==> config.mk <==
export PLATFORM = sky130hd
export DESIGN_NAME = alu_arbiter
export DESIGN_NICKNAME = d
export VERILOG_FILES = /design/src/rtl/alu_arb_pkg.sv /design/src/rtl/alu.sv /design/src/rtl/rr_arb2.sv /design/src/rtl/alu_arbiter.sv
export SDC_FILE = /design/constraint.sdc
export NUM_CORES = 1
export LEC_CHECK = 0
export ABC_AREA = 1
export BUFFER_PORTS_ARGS = -buffer_cell sky130_fd_sc_hd__buf_2
export CORE_MARGIN = 2
export CORE_UTILIZATION = 30
export CTS_CLUSTER_DIAMETER = 30
export DETAILED_ROUTE_END_ITERATION = 6
export PLACE_DENSITY = 0.49
export REMOVE_ABC_BUFFERS = 1
export SLEW_MARGIN = 20
export SYNTH_ARGS = -nofsm -noshare
export SYNTH_HDL_FRONTEND = slang
export SYNTH_HIERARCHICAL = 1
export SYNTH_SLANG_ARGS = --single-unit
==> constraint.sdc <==
create_clock -name clk -period 10.1 [get_ports clk]
set_input_delay 1.515 -clock clk [delete_from_list [all_inputs] [get_ports clk]]
set_output_delay 1.515 -clock clk [all_outputs]
set_load 0.02 [all_outputs]
==> src/rtl/alu_arb_pkg.sv <==
// Shared types, constants and helpers for the two-port ALU arbiter.
package alu_arb_pkg;

   localparam int unsigned DATA_W = 32;
   localparam int unsigned FN_W   = 6;

   typedef enum logic [1:0] {IDLE, EXEC, RESP} state_t;

   // Operation class, carried in fn[5:4]
   localparam logic [1:0] FN_CMP   = 2'b00;
   localparam logic [1:0] FN_ARITH = 2'b01;
   localparam logic [1:0] FN_BOOL  = 2'b10;
   localparam logic [1:0] FN_SHIFT = 2'b11;

   // Compare with no predicate selected, or the unassigned shift encoding
   function automatic logic fn_illegal(input logic [FN_W-1:0] fn);
      return ((fn[5:4] == FN_CMP)   && (fn[2:1] == 2'b00)) ||
             ((fn[5:4] == FN_SHIFT) && (fn[1:0] == 2'b10));
   endfunction

endpackage

==> src/rtl/alu.sv <==
// Combinational 32-bit ALU: compare, add/sub, bitwise and shift classes.
module alu
   import alu_arb_pkg::*;
(
   input  logic [DATA_W-1:0] a,
   input  logic [DATA_W-1:0] b,
   input  logic [FN_W-1:0]   fn,
   output logic [DATA_W-1:0] result
);

   logic [4:0] shamt;
   logic       cmp;
   logic       unused_fn;

   assign shamt     = b[4:0];
   assign unused_fn = fn[3];

   // Compare predicate: fn[2:1] picks eq / signed lt / unsigned lt, fn[0] inverts
   always_comb begin
      cmp = 1'b0;
      case (fn[2:1])
         2'b01:   cmp = (a == b);
         2'b10:   cmp = ($signed(a) < $signed(b));
         2'b11:   cmp = (a < b);
         default: cmp = 1'b0;
      endcase
   end

   // Result mux by operation class
   always_comb begin
      result = '0;
      unique case (fn[5:4])
         FN_CMP:   result = {31'b0, cmp ^ fn[0]};
         FN_ARITH: result = fn[0] ? (a - b) : (a + b);
         FN_BOOL: begin
            case (fn[1:0])
               2'b00:   result = a & b;
               2'b01:   result = a | b;
               2'b10:   result = a ^ b;
               default: result = ~(a | b);
            endcase
         end
         FN_SHIFT: begin
            case (fn[1:0])
               2'b00:   result = a << shamt;
               2'b01:   result = a >> shamt;
               2'b11:   result = $unsigned($signed(a) >>> shamt);
               default: result = '0;
            endcase
         end
         default: result = '0;
      endcase
   end

endmodule

==> src/rtl/rr_arb2.sv <==
// Two-request round-robin arbiter; the pointer flips on every granted request.
module rr_arb2 (
   input  logic clk,
   input  logic rst,
   input  logic en,
   input  logic valid0,
   input  logic valid1,
   output logic grant0,
   output logic grant1
);

   logic prio_q;

   // Grant a lone requester directly; on contention follow the pointer
   always_comb begin
      grant0 = 1'b0;
      grant1 = 1'b0;
      if (en) begin
         if (valid0 && valid1) begin
            grant0 = ~prio_q;
            grant1 = prio_q;
         end else begin
            grant0 = valid0;
            grant1 = valid1;
         end
      end
   end

   // Pointer update; a grant always implies the handshake completes this cycle
   always_ff @(posedge clk or posedge rst) begin
      if (rst) begin
         prio_q <= 1'b0;
      end else if (grant0 || grant1) begin
         prio_q <= ~prio_q;
      end
   end

endmodule

==> src/rtl/alu_arbiter.sv <==
// Shares one ALU between two valid/ready requesters with a registered response.
module alu_arbiter
   import alu_arb_pkg::*;
(
   input  logic              clk,
   input  logic              rst,
   input  logic              req0_valid,
   output logic              req0_ready,
   input  logic [DATA_W-1:0] req0_a,
   input  logic [DATA_W-1:0] req0_b,
   input  logic [FN_W-1:0]   req0_fn,
   input  logic              req1_valid,
   output logic              req1_ready,
   input  logic [DATA_W-1:0] req1_a,
   input  logic [DATA_W-1:0] req1_b,
   input  logic [FN_W-1:0]   req1_fn,
   output logic              resp_valid,
   input  logic              resp_ready,
   output logic              resp_id,
   output logic [DATA_W-1:0] resp_data,
   output logic              resp_err,
   output logic              busy
);

   state_t            state;
   logic [DATA_W-1:0] a_q;
   logic [DATA_W-1:0] b_q;
   logic [FN_W-1:0]   fn_q;
   logic              id_q;
   logic [DATA_W-1:0] alu_result;
   logic              grant0;
   logic              grant1;
   logic              fire;

   rr_arb2 u_arb (
      .clk    (clk),
      .rst    (rst),
      .en     (state == IDLE),
      .valid0 (req0_valid),
      .valid1 (req1_valid),
      .grant0 (grant0),
      .grant1 (grant1)
   );

   // ALU sees only the holding registers, so requester changes after accept are ignored
   alu u_alu (
      .a      (a_q),
      .b      (b_q),
      .fn     (fn_q),
      .result (alu_result)
   );

   assign req0_ready = grant0;
   assign req1_ready = grant1;
   assign fire       = grant0 | grant1;

   // Control FSM with registered response outputs
   always_ff @(posedge clk or posedge rst) begin
      if (rst) begin
         state      <= IDLE;
         a_q        <= '0;
         b_q        <= '0;
         fn_q       <= '0;
         id_q       <= 1'b0;
         resp_valid <= 1'b0;
         resp_id    <= 1'b0;
         resp_data  <= '0;
         resp_err   <= 1'b0;
         busy       <= 1'b0;
      end else begin
         unique case (state)
            IDLE: begin
               if (fire) begin
                  a_q   <= grant1 ? req1_a  : req0_a;
                  b_q   <= grant1 ? req1_b  : req0_b;
                  fn_q  <= grant1 ? req1_fn : req0_fn;
                  id_q  <= grant1;
                  busy  <= 1'b1;
                  state <= EXEC;
               end
            end
            EXEC: begin
               resp_data  <= fn_illegal(fn_q) ? '0 : alu_result;
               resp_err   <= fn_illegal(fn_q);
               resp_id    <= id_q;
               resp_valid <= 1'b1;
               state      <= RESP;
            end
            RESP: begin
               if (resp_ready) begin
                  resp_valid <= 1'b0;
                  busy       <= 1'b0;
                  state      <= IDLE;
               end
            end
            default: state <= IDLE;
         endcase
      end
   end

endmodule

==> Yosys cells after proc, flatten, opt, wreduce, memory -nomap -nowiden <==
Index checks and enable logic that the tools add are counted.
{ "word_totals": {"regBits": 110, "latch_bits": 0, "mem_bits_rw": 0, "mem_bits_ro": 0, "in_bits": 145, "out_inout_bits": 38, "word_cells": 74, "n_memories": 0} }
{ "op_classes": {"n_addsub": 2, "multipliers": 0, "div_mod_pow": 0, "order_cmp": 2, "eq_ne": 14, "shifts": 3, "mux": 20, "bitwise": 7, "n_reduce_logical": 15} }
{ "op_table": {"columns": ["cell", "count"], "rows": [
  ["case mux 32 bit (3 select lines)", 2],
  ["two-way mux 32 bit", 4],
  ["case mux 32 bit (4 select lines)", 1],
  ["< comparator 32 bit", 2],
  ["adder 32 bit", 1],
  ["bitwise AND 32 bit", 1],
  ["equality test 32 bit", 1],
  ["NOT 32 bit", 1],
  ["OR 32 bit", 1],
  ["left shift 32 x 5 -> 32 bit", 1],
  ["right shift 32 x 5 -> 32 bit", 1],
  [">>> shifter 32 x 5 -> 32 bit", 1],
  ["subtractor 32 bit", 1],
  ["bitwise XOR 32 bit", 1],
  ["equality test 2 bit, second input constant", 7],
  ["equality test 2 x 1 -> 1 bit, second input constant", 4],
  ["zero test 2 bit", 4],
  ["two-way mux 1 bit", 6],
  ["two-way mux 6 bit", 1],
  ["case mux 2 bit (3 select lines)", 1],
  ["AND reduction 2 bit", 3],
  ["two-way mux 2 bit", 2],
  ["inequality test 2 bit, second input constant", 2],
  ["case mux 1 bit (2 select lines)", 2],
  ["other kinds (8)", 12]
]} }

==> Depth between registers and ports, before layout <==
Gate-level depths: netlist of the first run.
{ "depth": {"ltp_word": 6, "mapped_depth": 24, "depth_no_buf": 22} }

==> By module <==
Netlist of the first run, hierarchy kept.
{ "modules_own_cells": {"columns": ["module", "n_inst", "cells_per_inst", "area_each_um2", "seq_area_each_um2"], "rows": [
  ["alu", 1, 1967, 9775.6, 0.0],
  ["alu_arbiter", 1, 765, 5407.7, 2727.6],
  ["rr_arb2", 1, 11, 66.3, 25.0]
]} }

==> Least setup slack after synthesis of the first run <==
Ideal clock, no wire load.
{ "synth_path": {"path_kind": "input-to-output", "start": "input port req1_valid", "end": "output port req1_ready", "arrival_ns": 2.154, "required_time_ns": 8.585, "path_slack_ns": 6.431, "cell_stages": 2, "n_path_buf": 0, "cell_sequence": "nand2_1 a21oi_1"} }
{ "synth_between": {"elab_chain_len": 3} }
{ "synth_lines": {"columns": ["item", "line_no", "rtl"], "rows": [
  ["start: declaration", "alu_arbiter.sv:12", "input logic req1_valid,"],
  ["logical AND 1 bit", "rr_arb2.sv:19", "if (valid0 && valid1) begin"],
  ["two-way mux 1 bit (*)", "rr_arb2.sv:19", null],
  ["two-way mux 1 bit (*)", "rr_arb2.sv:18", "if (en) begin"],
  ["end: declaration", "alu_arbiter.sv:13", "output logic req1_ready,"]
]} }
Mark *: on every way between the ends. The rest lies on a longest branch, timed or not.

==> Worst setup path in the final report of the first run <==
{ "layout_path": {"start": "input port req1_valid", "end": "register fn_q[5]"} }
{ "layout_between": {"elab_chain_len": 5, "word_cells_on_any_way": 8, "classes_between": "mux (5); bitwise (1); reduce/logical (2)"} }
{ "layout_lines": {"columns": ["item", "line_no", "rtl"], "rows": [
  ["logical AND 1 bit", "rr_arb2.sv:19", null],
  ["two-way mux 1 bit", "rr_arb2.sv:19", null],
  ["two-way mux 1 bit", "rr_arb2.sv:18", null],
  ["OR 1 bit", "alu_arbiter.sv:55", "assign fire = grant0 | grant1;"],
  ["AND reduction 2 bit (no source line)", null, null],
  ["end signal: assignment", "alu_arbiter.sv:76", "fn_q <= grant1 ? req1_fn : req0_fn;"],
  ["end: declaration", "alu_arbiter.sv:28", "logic [FN_W-1:0] fn_q;"]
]} }
Parallel ways exist; a longest one is shown, timed or not.
A chain may end at the register's enable or synchronous reset.

==> results of run 1 <==
-- worst max-delay path, delay by kind of cell --
kind / cells / cell delay, ns
AND/OR/NAND/NOR: 5 / 1.20
buffers and inverters: 5 / 1.79
AO/OA/AOI/OAI: 1 / 0.13
-- per-stage QoR --
step	instance area [um^2]	setup WS [ns]
2_1_floorplan	14500	1.00
3_3_place_gp	16400	5.18
3_5_place_dp	16400	5.10
4_1_cts	16800	5.55
5_1_grt	16800	5.16
6_report	16800	5.67
-- layout make-up --
class / instances / area (um^2)
clock inverter: 5 / 66.3
sequential: 109 / 2730
tap: 672 / 841
fill: 5942 / 33300
inverter: 344 / 1290
timing repair buffer: 205 / 1090
multi-input combinational: 2142 / 10500
clock buffer: 11 / 253
-- cell usage in the layout (no fill, tap or decap), types with 3 or more instances in the layout --
cell	n
a221oi_1	18
nor4_1	3
o22ai_1	29
or2_1	6
o21a_1	14
o221ai_1	9
a21o_1	6
inv_1	329
nand3_1	262
ha_1	97
dfrtp_1	106
buf_2	180
nor2_2	4
and2_1	5
buf_4	25
o21ai_2	3
nand3b_1	9
nand2_1	1012
nand4_1	18
nor2_4	3
clkbuf_16	9
a221o_1	3
o21ai_1	33
o21ai_0	178
o211ai_1	37
o21bai_1	18
xor2_1	4
nor2_1	198
nor3_1	19
a31oi_1	4
a21boi_0	4
inv_2	12
a21oi_1	130
-- flip-flops by register name, summed over array words and instances (netlist names) --
signal	flops
b_q	32
resp_valid	1
busy	1
resp_err	1
state	2
a_q	32
fn_q	5
resp_id	1
resp_data	32
u_arb/prio_q	1
id_q	1
-- per-layer routing --
metal / global-route usage (%) / part of all wire (%) / vias up
li1: - / - / 8951
met1: 39.0 / 47 / 8247
met2: 42.3 / 43 / 666
met3: 4.16 / 7.0 / 86
met4: 9.40 / 3.2 / 0
met5: 0 / 0 / -
-- how the worst min path moves through the flow --
stage	endpoint	slack [ns]
5_1_grt	resp_data[6]	0.51
4_1_cts	resp_data[4]	0.48
6_report	resp_data[4]	0.47
3_5_place_dp	resp_data[11]	0.46
3_3_place_gp	resp_data[11]	0.46
2_1_floorplan	b_q[10]	0.47
==> reports/metrics.cfg, run 1 <==
[status]
status=completed

[sta]
rsz0062_at_grt=false
drv_slew=0
fmax_mhz=226
relSlewSlack_pct=32.5
fin_crit_sh_pct=43.9
timing.hold.ws_ns=0.473
finalSetupViolCount=0
setup_tns_ns=0
period_minus_slack_ns=4.43
finClkSkew_ns=0.0123
tightest_slew_ns=1.01
finalHoldViolCount=0

[worst_hold_path]
hold_class=flop to flop
hold_start=resp_data[4]
holdPathStages=2

[floorplanning]
std_cell_rows=82
fp.dieW_um=229
die_h_um=229
initial_core_util_pct=30.4
design.die.area_um2=52500
io_pins=183
fp.coreArea_um2=50100

[critical_path]
startpoint_type=input pin
cp.required_ns=10.40
reg2regPathDepth=11
cp_cell_sequence=buf_2 > nand2_1 > a21oi_4 > buf_4 > nor2_1 > nor2_4 > buf_4 > inv_2 > buf_4 > nand2_1 > nand2_1
path_max_fanout=64
critPathCaptureType=flop
r2r_setup_slack_ns=6.19
cp.arrival_ns=4.73
critPathLaunch=req1_valid
crit_type=input pin to flop
r2r-start=state[0]
slowest_delay_ns=0.75
crit_end=fn_q[5]
r2r_end=fn_q[5]
critPathSlowestCell=nor2_4

[cells_and_area]
drive_above_1_share_pct=9.06
post-route-util_pct=33.5
stdcell_count=3488
fin_nets=3055
diodes=0
areaGrowthSynthToFinish_pct=10.2

[clock_tree]
cts.sinks=109
hold_buffers=0
cts_tree=done
insertion_delay_ns=0.41
numCtsBuffers=9
clock_path_buffers=2
cts_root_buf=clkbuf_16
htreeDepth=3
cts_setup_buffers=0
clk_pin_slew_ns=0.08
ctsResizeCount=0

[route]
routed_wl_um=72500
drc=0
wire_per_inst_um=20.8
vias=18000
drtIter0Drc=1733
antenna_left=0
first_pass_iters=6
viasPerCell=5.15

[yosys]
ys_warn_count=6
avgSynthCellArea_um2=5.56
synthCells=2736
netlist_area_um2=15200

[run]
cap_violations=0

[global_route]
antenna_found_initial=0
grt-ovfl-total=0
grt_max_degree=79
grt_first_pass_wirelength_um=109000
grt_pass1_vias=17000
grt.total_usage_pct=27.5

[placement]
dp_hpwl_um=57400
place.gp.congestion=0.973
port_buffers=180
dpl.cell_count=3472

Power of run 1 is not shown: default switching activity piles up to over one toggle a cycle in this logic, so the estimate is an artifact.
==> run 2, diff against run 1 <==
--- a/config.mk
+++ b/config.mk
@@ -5,7 +5,7 @@
 export SDC_FILE = /design/constraint.sdc
 export NUM_CORES = 1
 export LEC_CHECK = 0
-export ABC_AREA = 1
+export ABC_AREA = 0
 export BUFFER_PORTS_ARGS = -buffer_cell sky130_fd_sc_hd__buf_2
 export CORE_MARGIN = 2
 export CORE_UTILIZATION = 30
==> constraint.sdc (replaced) <==
create_clock -name clk -period 4.45 [get_ports clk]
set_input_delay 0.6675 -clock clk [delete_from_list [all_inputs] [get_ports clk]]
set_output_delay 0.6675 -clock clk [all_outputs]
set_load 0.02 [all_outputs]
==> run 2 against run 1 <==
Compared with the run above: global-route usage fell by 5.4 points; critical path type is now flop to flop; highest routed layer unchanged; wire length fell by 23%; flip-flop and latch count did not move.
==> reports/metrics.cfg, run 2 <==
[cells_and_area]
diodes=0  ; unchanged
areaGrowthSynthToFinish_pct=11.8
fin_nets=2134  ; -30%
layout_commonest_cell=nand2_1
fill_cells=5041  ; -15%
stdcell_count=2510  ; -28%
final_cell_mix=nand2_1, buf_2, a21oi_1
drive_above_1_share_pct=24.7  ; +16 points
reg_top3=a_q x32, b_q x32, resp_data x32

[floorplanning]
io_pins=183  ; unchanged
fp.dieW_um=224  ; -2.3%
design.die.area_um2=50100  ; -4.6%
fp.coreArea_um2=47700  ; -4.6%
initial_core_util_pct=30.3  ; about the same
die_h_um=224  ; -2.3%
std_cell_rows=80  ; -2.4%

[clock_tree]
cts_tree=done
clock_path_buffers=2  ; unchanged
htreeDepth=3  ; unchanged
ctsResizeCount=0  ; unchanged
clk_pin_slew_ns=0.09  ; about the same
cts_setup_buffers=0  ; unchanged
insertion_delay_ns=0.41  ; about the same
cts.sinks=109  ; unchanged
numCtsBuffers=9  ; unchanged
hold_buffers=0  ; unchanged
cts_root_buf=clkbuf_16

[run]
cap_violations=0  ; unchanged

[sta]
period_minus_slack_ns=3.96
setup_ws_ns=0.492  ; -5.18 ns
setup_tns_ns=0  ; unchanged
finalSetupViolCount=0  ; unchanged
drv_slew=0  ; unchanged
finalHoldViolCount=0  ; unchanged
relSlewSlack_pct=29.0  ; -3.5 points
finClkSkew_ns=0.0131  ; +0.000814 ns
rsz0062_at_grt=false
tightest_slew_ns=1.06  ; +0.0539 ns
fin_crit_sh_pct=88.9
fmax_mhz=253

[critical_path]
cp.arrival_ns=4.23  ; -0.50 ns
startpoint_type=flop
r2r_setup_slack_ns=0.49  ; -5.70 ns
cp.required_ns=4.73  ; -5.67 ns
critPathCaptureType=flop
path_max_fanout=6  ; -91%
crit_type=flop to flop

[yosys]
avgSynthCellArea_um2=8.14  ; +46%
ys_warn_count=6  ; unchanged
netlist_area_um2=14500  ; -4.7%
synthCells=1780  ; -35%

[status]
status=completed

[global_route]
grt-ovfl-total=0  ; unchanged
grt_pass1_vias=13200  ; -22%
grt.total_usage_pct=22.1  ; -5.4 points
grt_first_pass_wirelength_um=84200  ; -23%
antenna_found_initial=0  ; unchanged
grt_max_degree=83  ; +5.1%

[placement]
dp_slack_ns=0.592  ; -4.51 ns
dpl.cell_count=2494  ; -28%
place.gp.congestion=0.925  ; -4.9%
port_buffers=180  ; unchanged
dp_hpwl_um=43000  ; -25%

[route]
first_pass_iters=6  ; unchanged
drtIter0Drc=1191  ; -31%
routed_wl_um=55900  ; -23%
viasPerCell=5.48  ; +6.5%
drc=0  ; unchanged
antenna_left=0  ; unchanged
wire_per_inst_um=22.3  ; +7.1%
vias=13800  ; -23%

[worst_hold_path]
hold_class=input pin to async pin

==> run 2: final timing paths <==
| path | depth (start not counted) | start | to |
|---|---|---|---|
| worst max-delay path | 15 | a_q[0] | resp_data[30] |
| worst min-delay path | 2 | rst | u_arb/prio_q |
| worst max register to register | 15 | a_q[0] | resp_data[30] |
| worst min register to register | 2 | resp_data[27] | resp_data[27] |
| max in group asynchronous | 3 | rst | fn_q[0] |
| min in group clk | 2 | resp_data[27] | resp_data[27] |
==> run 2: critical path: stages (launching register included) <==
cell and delay, ns:
dfrtp_1 0.47, inv_1 0.14, ha_1 0.18, inv_1 0.06
fa_1 0.38, nor2b_1 0.17, o21ai_1 0.25, nand3_1 0.16
a21oi_2 0.22, o211ai_1 0.20, a21oi_1 0.53, o41ai_1 0.22
a311o_1 0.38, or3_1 0.34, nand2_1 0.07, o21ai_0 0.07
==> run 2: metrics by stage <==
step | hold WS (ns) | area, um^2 | utilization (%)
6_report | 0.105 | 16200 | 33.9
5_1_grt | 0.100 | 16200 | 33.9
4_1_cts | 0.0827 | 16200 | 33.9
3_5_place_dp | 0.460 | 15900 | 33.3
3_3_place_gp | 0.465 | 15900 | 33.3
2_1_floorplan | 0.396 | 13700 | -
==> run 2: area by class of cell <==
type	count	area, um^2	share of cell area [%]
inverter	105	397	2.45
clock inverter	6	76.3	0.471
multi-input combinational	1423	10600	65.3
tap	615	769	4.75
sequential	109	2740	16.9
clock buffer	10	239	1.48
timing repair buffer	242	1400	8.66
==> run 2: per-layer routing <==
| metal | routed length [um] | part of all wire (%) | global-route usage, % |
|---|---|---|---|
| met3 | 3380 | 6.1 | 3.13 |
| met2 | 24800 | 44 | 34.4 |
| met1 | 26700 | 48 | 32.0 |
| met5 | 0 | 0 | 0 |
| met4 | 959 | 1.7 | 5.74 |
Power of run 2 is left out for the same reason.
